$ cat config.mk
export PLATFORM = sky130hd
export DESIGN_NAME = tm_tape_pred_multi
export DESIGN_NICKNAME = d
export VERILOG_FILES = /design/src/rtl/tm_pred_pkg.sv /design/src/rtl/tm_tape_pred_lane.sv /design/src/rtl/tm_tape_pred_multi.sv
export SDC_FILE = /design/constraint.sdc
export NUM_CORES = 1
export LEC_CHECK = 0
export CAP_MARGIN = 30
export CORE_MARGIN = 8
export CORE_UTILIZATION = 37
export DETAILED_ROUTE_END_ITERATION = 16
export DONT_BUFFER_PORTS = 1
export GPL_ROUTABILITY_DRIVEN = 1
export GPL_TIMING_DRIVEN = 0
export PLACE_DENSITY = 0.61
export SKIP_CTS_REPAIR_TIMING = 1
export SLEW_MARGIN = 20
export SYNTH_ARGS = -nofsm -noshare
export SYNTH_HDL_FRONTEND = slang
export SYNTH_SLANG_ARGS = --single-unit
export TNS_END_PERCENT = 10
$ cat constraint.sdc
create_clock -name clk -period 3.3 [get_ports clk]
set_input_delay 0.33 -clock clk [delete_from_list [all_inputs] [get_ports clk]]
set_output_delay 0.33 -clock clk [all_outputs]
set_load 0.1 [all_outputs]
$ cat src/rtl/tm_pred_pkg.sv
// Shared sizing helpers and event types for the multi-tape direction predictor.
package tm_pred_pkg;

    localparam int unsigned MAX_TAPES = 8;
    localparam int unsigned POP_W     = 4;

    // Per-lane scoring strobes raised on a training event.
    typedef struct packed {
        logic hit;
        logic miss;
    } lane_evt_t;

    function automatic int unsigned hw_f(input int unsigned hist_bits, input int unsigned run_len);
        return hist_bits + run_len;
    endfunction

    function automatic int unsigned cmax_f(input int unsigned cnt_bits);
        return (32'd1 << cnt_bits) - 32'd1;
    endfunction

    // Weakly-left starting point, one below the midpoint.
    function automatic int unsigned cinit_f(input int unsigned cnt_bits);
        return (32'd1 << (cnt_bits - 32'd1)) - 32'd1;
    endfunction

    function automatic logic [POP_W-1:0] popcount(input logic [MAX_TAPES-1:0] v);
        logic [POP_W-1:0] cnt;
        cnt = '0;
        for (int i = 0; i < int'(MAX_TAPES); i++) begin
            cnt = cnt + POP_W'(v[i]);
        end
        return cnt;
    endfunction

endpackage

$ cat src/rtl/tm_tape_pred_lane.sv
// One tape head's predictor: move history, saturating counter table,
// zero-latency prediction and hit/miss strobes for the shared statistics.
module tm_tape_pred_lane
    import tm_pred_pkg::*;
#(
    parameter int unsigned HIST_BITS = 3,
    parameter int unsigned RUN_LEN   = 3,
    parameter int unsigned CNT_BITS  = 2
) (
    input  logic      clk,
    input  logic      rst_n,
    input  logic      move,
    input  logic      dir,
    input  logic      flush,
    output logic      pred_r_c,
    output logic      pred_l_c,
    output logic      pred_valid,
    output lane_evt_t evt_c
);

    localparam int unsigned HW      = hw_f(HIST_BITS, RUN_LEN);
    localparam int unsigned DEPTH   = 2 ** HIST_BITS;
    localparam int unsigned FW      = $clog2(HW + 1);
    localparam int unsigned CMAX_V  = cmax_f(CNT_BITS);
    localparam int unsigned CINIT_V = cinit_f(CNT_BITS);

    localparam logic [CNT_BITS-1:0] CMAX  = CNT_BITS'(CMAX_V);
    localparam logic [CNT_BITS-1:0] CINIT = CNT_BITS'(CINIT_V);
    localparam logic [FW-1:0]       FULL  = FW'(HW);
    localparam logic [FW-1:0]       NEAR  = FW'(HW - 1);

    logic [HW-1:0]        hist;
    logic [FW-1:0]        fill;
    logic [CNT_BITS-1:0]  tbl [DEPTH];

    logic [HIST_BITS-1:0] recent;
    logic [HIST_BITS-1:0] past;
    logic [RUN_LEN-1:0]   outcome;
    logic                 run_r;
    logic                 run_l;
    logic                 adv;
    logic                 train;
    logic [CNT_BITS-1:0]  cur;
    logic [CNT_BITS-1:0]  pred_val;

    assign recent   = hist[HIST_BITS-1:0];
    assign past     = hist[HW-1:RUN_LEN];
    assign outcome  = hist[RUN_LEN-1:0];
    assign run_r    = &outcome;
    assign run_l    = ~|outcome;
    assign adv      = move & ~flush;
    assign train    = adv & pred_valid & (run_r | run_l);
    assign cur      = tbl[past];
    assign pred_val = tbl[recent];

    assign pred_r_c = pred_valid & (pred_val == CMAX);
    assign pred_l_c = pred_valid & (pred_val == '0);

    // Scoring looks at the counter before this edge's training update.
    assign evt_c.hit  = train & ((run_r & (cur == CMAX)) | (run_l & (cur == '0)));
    assign evt_c.miss = train & ((run_r & (cur == '0))   | (run_l & (cur == CMAX)));

    // History, warm-up fill and validity; flush drops a simultaneous move.
    always_ff @(posedge clk or negedge rst_n) begin
        if (!rst_n) begin
            hist       <= '1;
            fill       <= '0;
            pred_valid <= 1'b0;
        end else if (flush) begin
            hist       <= '1;
            fill       <= '0;
            pred_valid <= 1'b0;
        end else if (move) begin
            hist       <= {hist[HW-2:0], dir};
            pred_valid <= (fill >= NEAR);
            if (fill != FULL) begin
                fill <= fill + FW'(1);
            end
        end
    end

    // Counter table survives flush; only a completed run trains it.
    always_ff @(posedge clk or negedge rst_n) begin
        if (!rst_n) begin
            for (int i = 0; i < int'(DEPTH); i++) begin
                tbl[i] <= CINIT;
            end
        end else if (train) begin
            if (run_r && (cur != CMAX)) begin
                tbl[past] <= cur + CNT_BITS'(1);
            end else if (run_l && (cur != '0)) begin
                tbl[past] <= cur - CNT_BITS'(1);
            end
        end
    end

endmodule

$ cat src/rtl/tm_tape_pred_multi.sv
// Multi-tape direction predictor: independent lanes plus saturating
// hit/miss statistics aggregated across all lanes.
module tm_tape_pred_multi
    import tm_pred_pkg::*;
#(
    parameter int unsigned TAPES     = 2,
    parameter int unsigned HIST_BITS = 3,
    parameter int unsigned RUN_LEN   = 3,
    parameter int unsigned CNT_BITS  = 2,
    parameter int unsigned STAT_BITS = 8
) (
    input  logic                 clk,
    input  logic                 rst_n,
    input  logic [TAPES-1:0]     move_i,
    input  logic [TAPES-1:0]     dir_i,
    input  logic [TAPES-1:0]     flush_i,
    input  logic                 stat_clr_i,
    output logic [TAPES-1:0]     pred_r_o,
    output logic [TAPES-1:0]     pred_l_o,
    output logic [TAPES-1:0]     pred_valid_o,
    output logic [STAT_BITS-1:0] hit_cnt_o,
    output logic [STAT_BITS-1:0] miss_cnt_o
);

    localparam int unsigned SW = STAT_BITS + POP_W;
    localparam logic [SW-1:0] SMAX = SW'({STAT_BITS{1'b1}});

    lane_evt_t            evt [TAPES];
    logic [MAX_TAPES-1:0] hit_vec;
    logic [MAX_TAPES-1:0] miss_vec;
    logic [POP_W-1:0]     hit_pop;
    logic [POP_W-1:0]     miss_pop;
    logic [SW-1:0]        hit_sum;
    logic [SW-1:0]        miss_sum;

    for (genvar g = 0; g < int'(TAPES); g++) begin : g_lane
        tm_tape_pred_lane #(
            .HIST_BITS (HIST_BITS),
            .RUN_LEN   (RUN_LEN),
            .CNT_BITS  (CNT_BITS)
        ) u_lane (
            .clk        (clk),
            .rst_n      (rst_n),
            .move       (move_i[g]),
            .dir        (dir_i[g]),
            .flush      (flush_i[g]),
            .pred_r_c   (pred_r_o[g]),
            .pred_l_c   (pred_l_o[g]),
            .pred_valid (pred_valid_o[g]),
            .evt_c      (evt[g])
        );
    end

    // Gather lane strobes into fixed-width vectors for the popcount.
    always_comb begin
        hit_vec  = '0;
        miss_vec = '0;
        for (int i = 0; i < int'(TAPES); i++) begin
            hit_vec[i]  = evt[i].hit;
            miss_vec[i] = evt[i].miss;
        end
    end

    assign hit_pop  = popcount(hit_vec);
    assign miss_pop = popcount(miss_vec);
    assign hit_sum  = SW'(hit_cnt_o) + SW'(hit_pop);
    assign miss_sum = SW'(miss_cnt_o) + SW'(miss_pop);

    // Saturating statistics; a clear overrides same-cycle events.
    always_ff @(posedge clk or negedge rst_n) begin
        if (!rst_n) begin
            hit_cnt_o  <= '0;
            miss_cnt_o <= '0;
        end else if (stat_clr_i) begin
            hit_cnt_o  <= '0;
            miss_cnt_o <= '0;
        end else begin
            hit_cnt_o  <= (hit_sum > SMAX)  ? '1 : STAT_BITS'(hit_sum);
            miss_cnt_o <= (miss_sum > SMAX) ? '1 : STAT_BITS'(miss_sum);
        end
    end

endmodule

==> flow_summary.json, run 1 <==
{
  "critPathMaxFanout": 6,
  "critical_path_required_ns": 3.57,
  "viasPerCell": 5.320,
  "place_congestion": 0.7953,
  "syn_area_per_cell_um2": 11.33,
  "leakagePower_uw": 0.002082,
  "slew_violations": 0,
  "maxCapViolCount": 0,
  "netlist_instances": 351,
  "synthToLayoutAreaGrowth_pct": 19.16,
  "die_h_um": 119.7,
  "yosysSeqAreaShare": 0.4368,
  "netlist_area_um2": 3976,
  "final_area_um2": 4738,
  "rows": 38,
  "num_vias": 2809,
  "powerDensity_nw_per_um2": 367.3,
  "fin_skew_ns": 0.009299,
  "max_stage_delay_ns": 0.59,
  "overflow": 0,
  "drive_gt1_frac": 0.3840,
  "dpl_cell_area_um2": 4151,
  "relSlewSlack": 0.3145,
  "track_usage": 0.1183,
  "cp.arrival_ns": 3.44,
  "setup_violations": 0,
  "cts_root_buf": "clkbuf_8",
  "yosys_warnings": 0,
  "dpl.hpwl_mm": 5.751,
  "grt_pass1_wl_mm": 13.91,
  "worst_pin_slew_ns": 1.028,
  "grt_max_degree": 69,
  "initial_core_util": 0.3734,
  "die-width_um": 119.7,
  "nets": 406,
  "io_pins": 31,
  "clkSinkCount": 68,
  "finalWirelength_mm": 8.580,
  "synth_nets": 374,
  "finalCriticalPeriod_ns": 3.169,
  "fmax_ghz": 0.3156,
  "synthMostInstantiatedCell": "dfrtp_1",
  "rsz0062_at_grt": "true",
  "synth_seq_cells": 68,
  "synth_area_leaders": "dfrtp_1 25%, dfstp_2 19%, mux2_2 7.6%, mux4_2 6.8%, mux2i_1 4.0%",
  "fillCellCount": 965,
  "synth_top_area_share": 0.2517,
  "path_class": "reg -> reg",
  "synthFlopType": "dfrtp_1",
  "min_path_type": "in -> reg",
  "end_kind": "register",
  "cts_tree": "yes",
  "diodes": 0,
  "synth-edff-count": 0,
  "clkSlewWorstSetupHoldPaths_ns": 0.07,
  "ir_drop_uv": 171.5,
  "wl_per_cell_um": 16.25,
  "tns_ns": 0,
  "insertion_delay_ns": 0.35,
  "drtIter0Drc": 164,
  "place_ws_ns": -0.4656,
  "layout_setup_ws_ns": 0.1315,
  "status": "complete, no violations",
  "finalHoldViolCount": 0,
  "grt_pass1_vias": 2771,
  "io_buffers": 0,
  "path_cells": "mux4_2 > mux2i_4 > ha_2 > a22o_1 > nand2_1 > fa_2 > inv_2 > ha_4 > and4_4 > nand4_1 > buf_6 > a21oi_1",
  "start_kind": "register",
  "detail-route-antenna-nets": 0,
  "synth_common_cells": "40 x dfrtp_1, 31 x nand2_1, 28 x dfstp_2",
  "route.detailed.drc": 0,
  "async_reset_ff_frac": 1.000,
  "fp.coreArea_um2": 10650,
  "synth.distinct_cells": 58,
  "cts_buffers": 9,
  "crit_slowest_cell": "dfstp_2",
  "antenna_found_initial": 0,
  "h-tree-depth": 3,
  "clockBufferDepth": 2,
  "fin_crit_sh": 0.9602,
  "dieArea_um2": 14320,
  "synth_area_leader_cell": "dfrtp_1",
  "firstDrtPassIters": 4
}
cell usage in the layout (no fill, tap or decap), types with 4 or more instances in the layout:
cell type  instances
dfstp_2           28
dfrtp_1           40
ha_1               8
mux2_2            27
mux4_2            12
nor2_1             8
buf_2              4
buf_6              9
o21ai_0            5
xnor2_1            7
buf_4             17
clkbuf_8          11
clkinv_2           4
and3_1             4
a22o_1             4
mux2i_1           16
o2111ai_1          4
nor2b_1            7
buf_16             5
inv_1             18
and4b_1            5
a21oi_1           20
nand2_1           31
clkbuf_1           5
nor3_1            10
metrics by stage:
stage                       util  instances  total power (uW)  hold WS, ns
after floorplan                -        351             982.3      0.03441
after global placement    0.3898        491              1007      0.03858
after detailed placement  0.3898        491              1011      0.03855
after CTS                 0.4087        507              1726      -0.3547
after global routing      0.4449        528              1822      0.01512
final                     0.4449        528              1740      0.03305
logic make-up after synthesis:
logic type	synth area share
adders and majority gates	0.04783
muxes	0.1957
buffers and inverters	0.05758
and+or+nand+nor	0.1416
DFF	0.4368
AOI/OAI and AO/OA	0.1007
xor gates and xnor gates	0.01982
layout make-up:
| type | instances | area [um^2] | area share |
|---|---|---|---|
| Buffer | 25 | 171.4 | 0.03618 |
| Multi-Input combinational cell | 237 | 2102 | 0.4436 |
| Clock inverter | 5 | 50.05 | 0.01056 |
| Sequential cell | 68 | 1737 | 0.3665 |
| Inverter | 20 | 75.07 | 0.01584 |
| Timing Repair Buffer | 22 | 276.5 | 0.05836 |
| Clock buffer | 11 | 151.4 | 0.03195 |
| Tap cell | 140 | 175.2 | 0.03697 |
metal layers:
metal  routed length (um)  up-vias  global-route usage
met5                    0        -                   0
met4                  182        0             0.05621
met3                  423       14             0.02818
met2                 4202       63              0.1848
met1                 3771     1401              0.1516
li1                     -     1331                   -
worst max-delay path: cells and delay by family, from the launching register on:
kind | cells | cell delay [ns]
flops | 1 | 0.59
mux | 2 | 0.76
simple gates | 3 | 0.41
compound gates | 2 | 0.27
buf+inv | 2 | 0.29
fa+ha+maj | 3 | 0.75
path summary, 6_finish.rpt:
check	slack, ns	startpoint	to	cells past startpoint
max	0.13	g_lane[0].u_lane.hist[3]$_DFFE_PN1P_	miss_cnt_o[1]$_DFF_PN0_	12
min	0.03	flush_i[0]	g_lane[0].u_lane.fill[0]$_DFFE_PN0P_	1
max reg2reg	0.13	g_lane[0].u_lane.hist[3]$_DFFE_PN1P_	miss_cnt_o[1]$_DFF_PN0_	12
min reg2reg	0.49	register	register	2
max in group asynchronous	2.46	rst_n	asynchronous set/reset pin	2
min in group asynchronous	0.51	rst_n	g_lane[1].u_lane.pred_valid$_DFFE_PN0P_	2
power breakdown:
| group | internal (uW) | leakage, uW | switching, uW |
|---|---|---|---|
| Combinational | 68.0 | 0.00113 | 96.6 |
| Clock | 385 | 0.000109 | 325 |
| Sequential | 853 | 0.000847 | 13.4 |
(Power assumes the default switching activity.)
==> run 2: changes to the inputs <==
--- a/config.mk
+++ b/config.mk
@@ -5,6 +5,7 @@
 export SDC_FILE = /design/constraint.sdc
 export NUM_CORES = 1
 export LEC_CHECK = 0
+export ABC_CLOCK_PERIOD_IN_PS = 3300
 export CAP_MARGIN = 30
 export CORE_MARGIN = 8
 export CORE_UTILIZATION = 37
==> results of run 2 <==
Final layout, timing and power as in run 1 (identical DEF).
==> run 3: changes to the inputs <==
--- a/config.mk
+++ b/config.mk
@@ -5,7 +5,6 @@
 export SDC_FILE = /design/constraint.sdc
 export NUM_CORES = 1
 export LEC_CHECK = 0
-export ABC_CLOCK_PERIOD_IN_PS = 3300
 export CAP_MARGIN = 30
 export CORE_MARGIN = 8
 export CORE_UTILIZATION = 37
@@ -14,6 +13,7 @@
 export GPL_ROUTABILITY_DRIVEN = 1
 export GPL_TIMING_DRIVEN = 0
 export PLACE_DENSITY = 0.61
+export REMOVE_ABC_BUFFERS = 1
 export SKIP_CTS_REPAIR_TIMING = 1
 export SLEW_MARGIN = 20
 export SYNTH_ARGS = -nofsm -noshare
==> run 3 against run 2 <==
Maximum frequency about the same. Combinational power down 19%. Highest routed layer unchanged. Critical path depth up 2. Critical path type unchanged. Non-clock buffer count down 13. Hold slack worse by 0.0046 ns. First-iteration DRC count up 1.8%.
==> flow_summary.json, run 3 (synthesized netlist as in run 1, its figures left out) <==
{
  "finalWirelength_mm": 8.356,
  "leakagePower_uw": 0.002034,
  "finalHoldViolCount": 0,
  "grt_pass1_wl_mm": 13.40,
  "slew_violations": 0,
  "grt_pass1_vias": 2602,
  "cts_buffers": 9,
  "setup_violations": 0,
  "status": "complete, no violations",
  "num_vias": 2704,
  "finalCriticalPeriod_ns": 3.170,
  "overflow": 0,
  "clkSinkCount": 68,
  "worstHoldStart": "stat_clr_i",
  "cts_tree": "yes",
  "fin_crit_sh": 0.9606,
  "start_kind": "register",
  "reg2reg_slack_ns": 0.13,
  "initial_core_util": 0.3734,
  "worst_pin_slew_ns": 1.024,
  "whs_path_depth": 1,
  "nets": 393,
  "min_path_type": "in -> reg",
  "firstDrtPassIters": 4,
  "ir_drop_uv": 151.9,
  "reg2regPathDepth": 14,
  "io_pins": 31,
  "rr_endpoint": "miss_cnt_o[0]$_DFF_PN0_",
  "clockBufferDepth": 2,
  "end_kind": "register",
  "dieArea_um2": 14320,
  "layout_common_cells": "40 x dfrtp_1, 31 x nand2_1, 27 x mux2_2",
  "route.detailed.drc": 0,
  "h-tree-depth": 3,
  "viasPerCell": 5.250,
  "rows": 38,
  "cts_root_buf": "clkbuf_8",
  "crit_slowest_cell": "dfstp_4",
  "fmax_ghz": 0.3155,
  "cp.arrival_ns": 3.45,
  "wl_per_cell_um": 16.23,
  "place_ws_ns": -0.4112,
  "whs_ns": 0.02846,
  "final_area_um2": 4708,
  "holdPathEnd": "miss_cnt_o[1]$_DFF_PN0_",
  "fp.coreArea_um2": 10650,
  "dpl_cell_area_um2": 4050,
  "grt_max_degree": 69,
  "insertion_delay_ns": 0.35,
  "detail-route-antenna-nets": 0,
  "drtIter0Drc": 167,
  "rr_startpoint": "g_lane[0].u_lane.hist[4]$_DFFE_PN1P_",
  "io_buffers": 0,
  "relSlewSlack": 0.3175,
  "fin_skew_ns": 0.009995,
  "critical_path_required_ns": 3.58,
  "critPathMaxFanout": 6,
  "dpl.hpwl_mm": 5.373,
  "synthToLayoutAreaGrowth_pct": 18.41,
  "clkSlewWorstSetupHoldPaths_ns": 0.08,
  "path_cells": "mux2_2 > nand2_1 > a21oi_1 > a221oi_2 > ha_4 > a22o_1 > nand2_1 > fa_2 > inv_2 > ha_4 > and4_4 > nand4_1 > buf_6 > a21oi_1",
  "rsz0062_at_grt": "true",
  "drive_gt1_frac": 0.3733,
  "p_total_uw": 1717,
  "layout_setup_ws_ns": 0.1301,
  "path_class": "reg -> reg",
  "die-width_um": 119.7,
  "max_stage_delay_ns": 0.66,
  "track_usage": 0.1166,
  "place_congestion": 0.7747,
  "die_h_um": 119.7,
  "antenna_found_initial": 0,
  "diodes": 0,
  "powerDensity_nw_per_um2": 364.6,
  "final_common_cell": "dfrtp_1",
  "maxCapViolCount": 0
}
run 3: cell count changes in the layout (fill, tap and decap cells not counted), moves of 2 or more:
cell,delta
dfstp_2,-3
buf_6,-4
dfstp_4,+3
clkinv_2,-3
buf_2,-4
nor3_1,-2
buf_1,-2
nor3_2,+2
run 3: final cells by class:
type	instances	area, um^2
flip-flops and latches	68	1748
clock inverters	2	35.03
repair buffers	34	394.1
fillers	953	5942
well taps	140	175.2
inverters	20	75.07
clock buffers	14	162.7
multi-input cells	237	2118
run 3: through the flow:
stage | TNS (ns) | utilization | instances
2_1_floorplan | -0.3218 | - | 325
3_5_place_dp | -5.009 | 0.3803 | 467
5_1_grt | -0.1019 | 0.4421 | 515
3_3_place_gp | -4.783 | 0.3754 | 465
6_report | 0 | 0.4421 | 515
4_1_cts | -5.450 | 0.3988 | 483
run 3: worst max-delay path by stage:
stage | slack, ns | start | cells past startpoint | to
after floorplan | -0.16 | g_lane[0].u_lane.pred_valid$_DFFE_PN0P_ | 2 | pred_r_o[0]
final | 0.13 | g_lane[0].u_lane.hist[4]$_DFFE_PN1P_ | 14 | miss_cnt_o[0]$_DFF_PN0_
after global placement | -0.34 | g_lane[0].u_lane.hist[3]$_DFFE_PN1P_ | 12 | hit_cnt_o[0]$_DFF_PN0_
after detailed placement | -0.41 | g_lane[1].u_lane.hist[4]$_DFFE_PN1P_ | 14 | hit_cnt_o[0]$_DFF_PN0_
after CTS | -0.44 | g_lane[0].u_lane.hist[3]$_DFFE_PN1P_ | 12 | hit_cnt_o[0]$_DFF_PN0_
after global routing | -0.03 | g_lane[1].u_lane.hist[4]$_DFFE_PN1P_ | 15 | miss_cnt_o[0]$_DFF_PN0_
run 3: report_power, final:
group / switching [uW] / internal (uW) / total (uW) / leakage [uW]
registers: 29.9 / 854 / 884 / 0.000847
logic: 69.5 / 63.6 / 133 / 0.00109
clock network: 309 / 391 / 699 / 0.000101
run 3: routing by layer:
metal	vias to the layer above	wire (um)	GRT usage
met2	55	4052	0.1753
li1	1311	-	-
met4	0	154	0.06792
met1	1326	3669	0.1464
met3	12	480	0.03429
met5	-	0	0
run 3: worst max-delay path: cells and delay by family (launching register included):
family | cells | cell delay [ns]
buffers and inverters | 2 | 0.29
adders and majority gates | 3 | 0.70
and+or+nand+nor | 4 | 0.49
muxes | 1 | 0.34
AOI/OAI and AO/OA | 4 | 0.62
DFF | 1 | 0.66
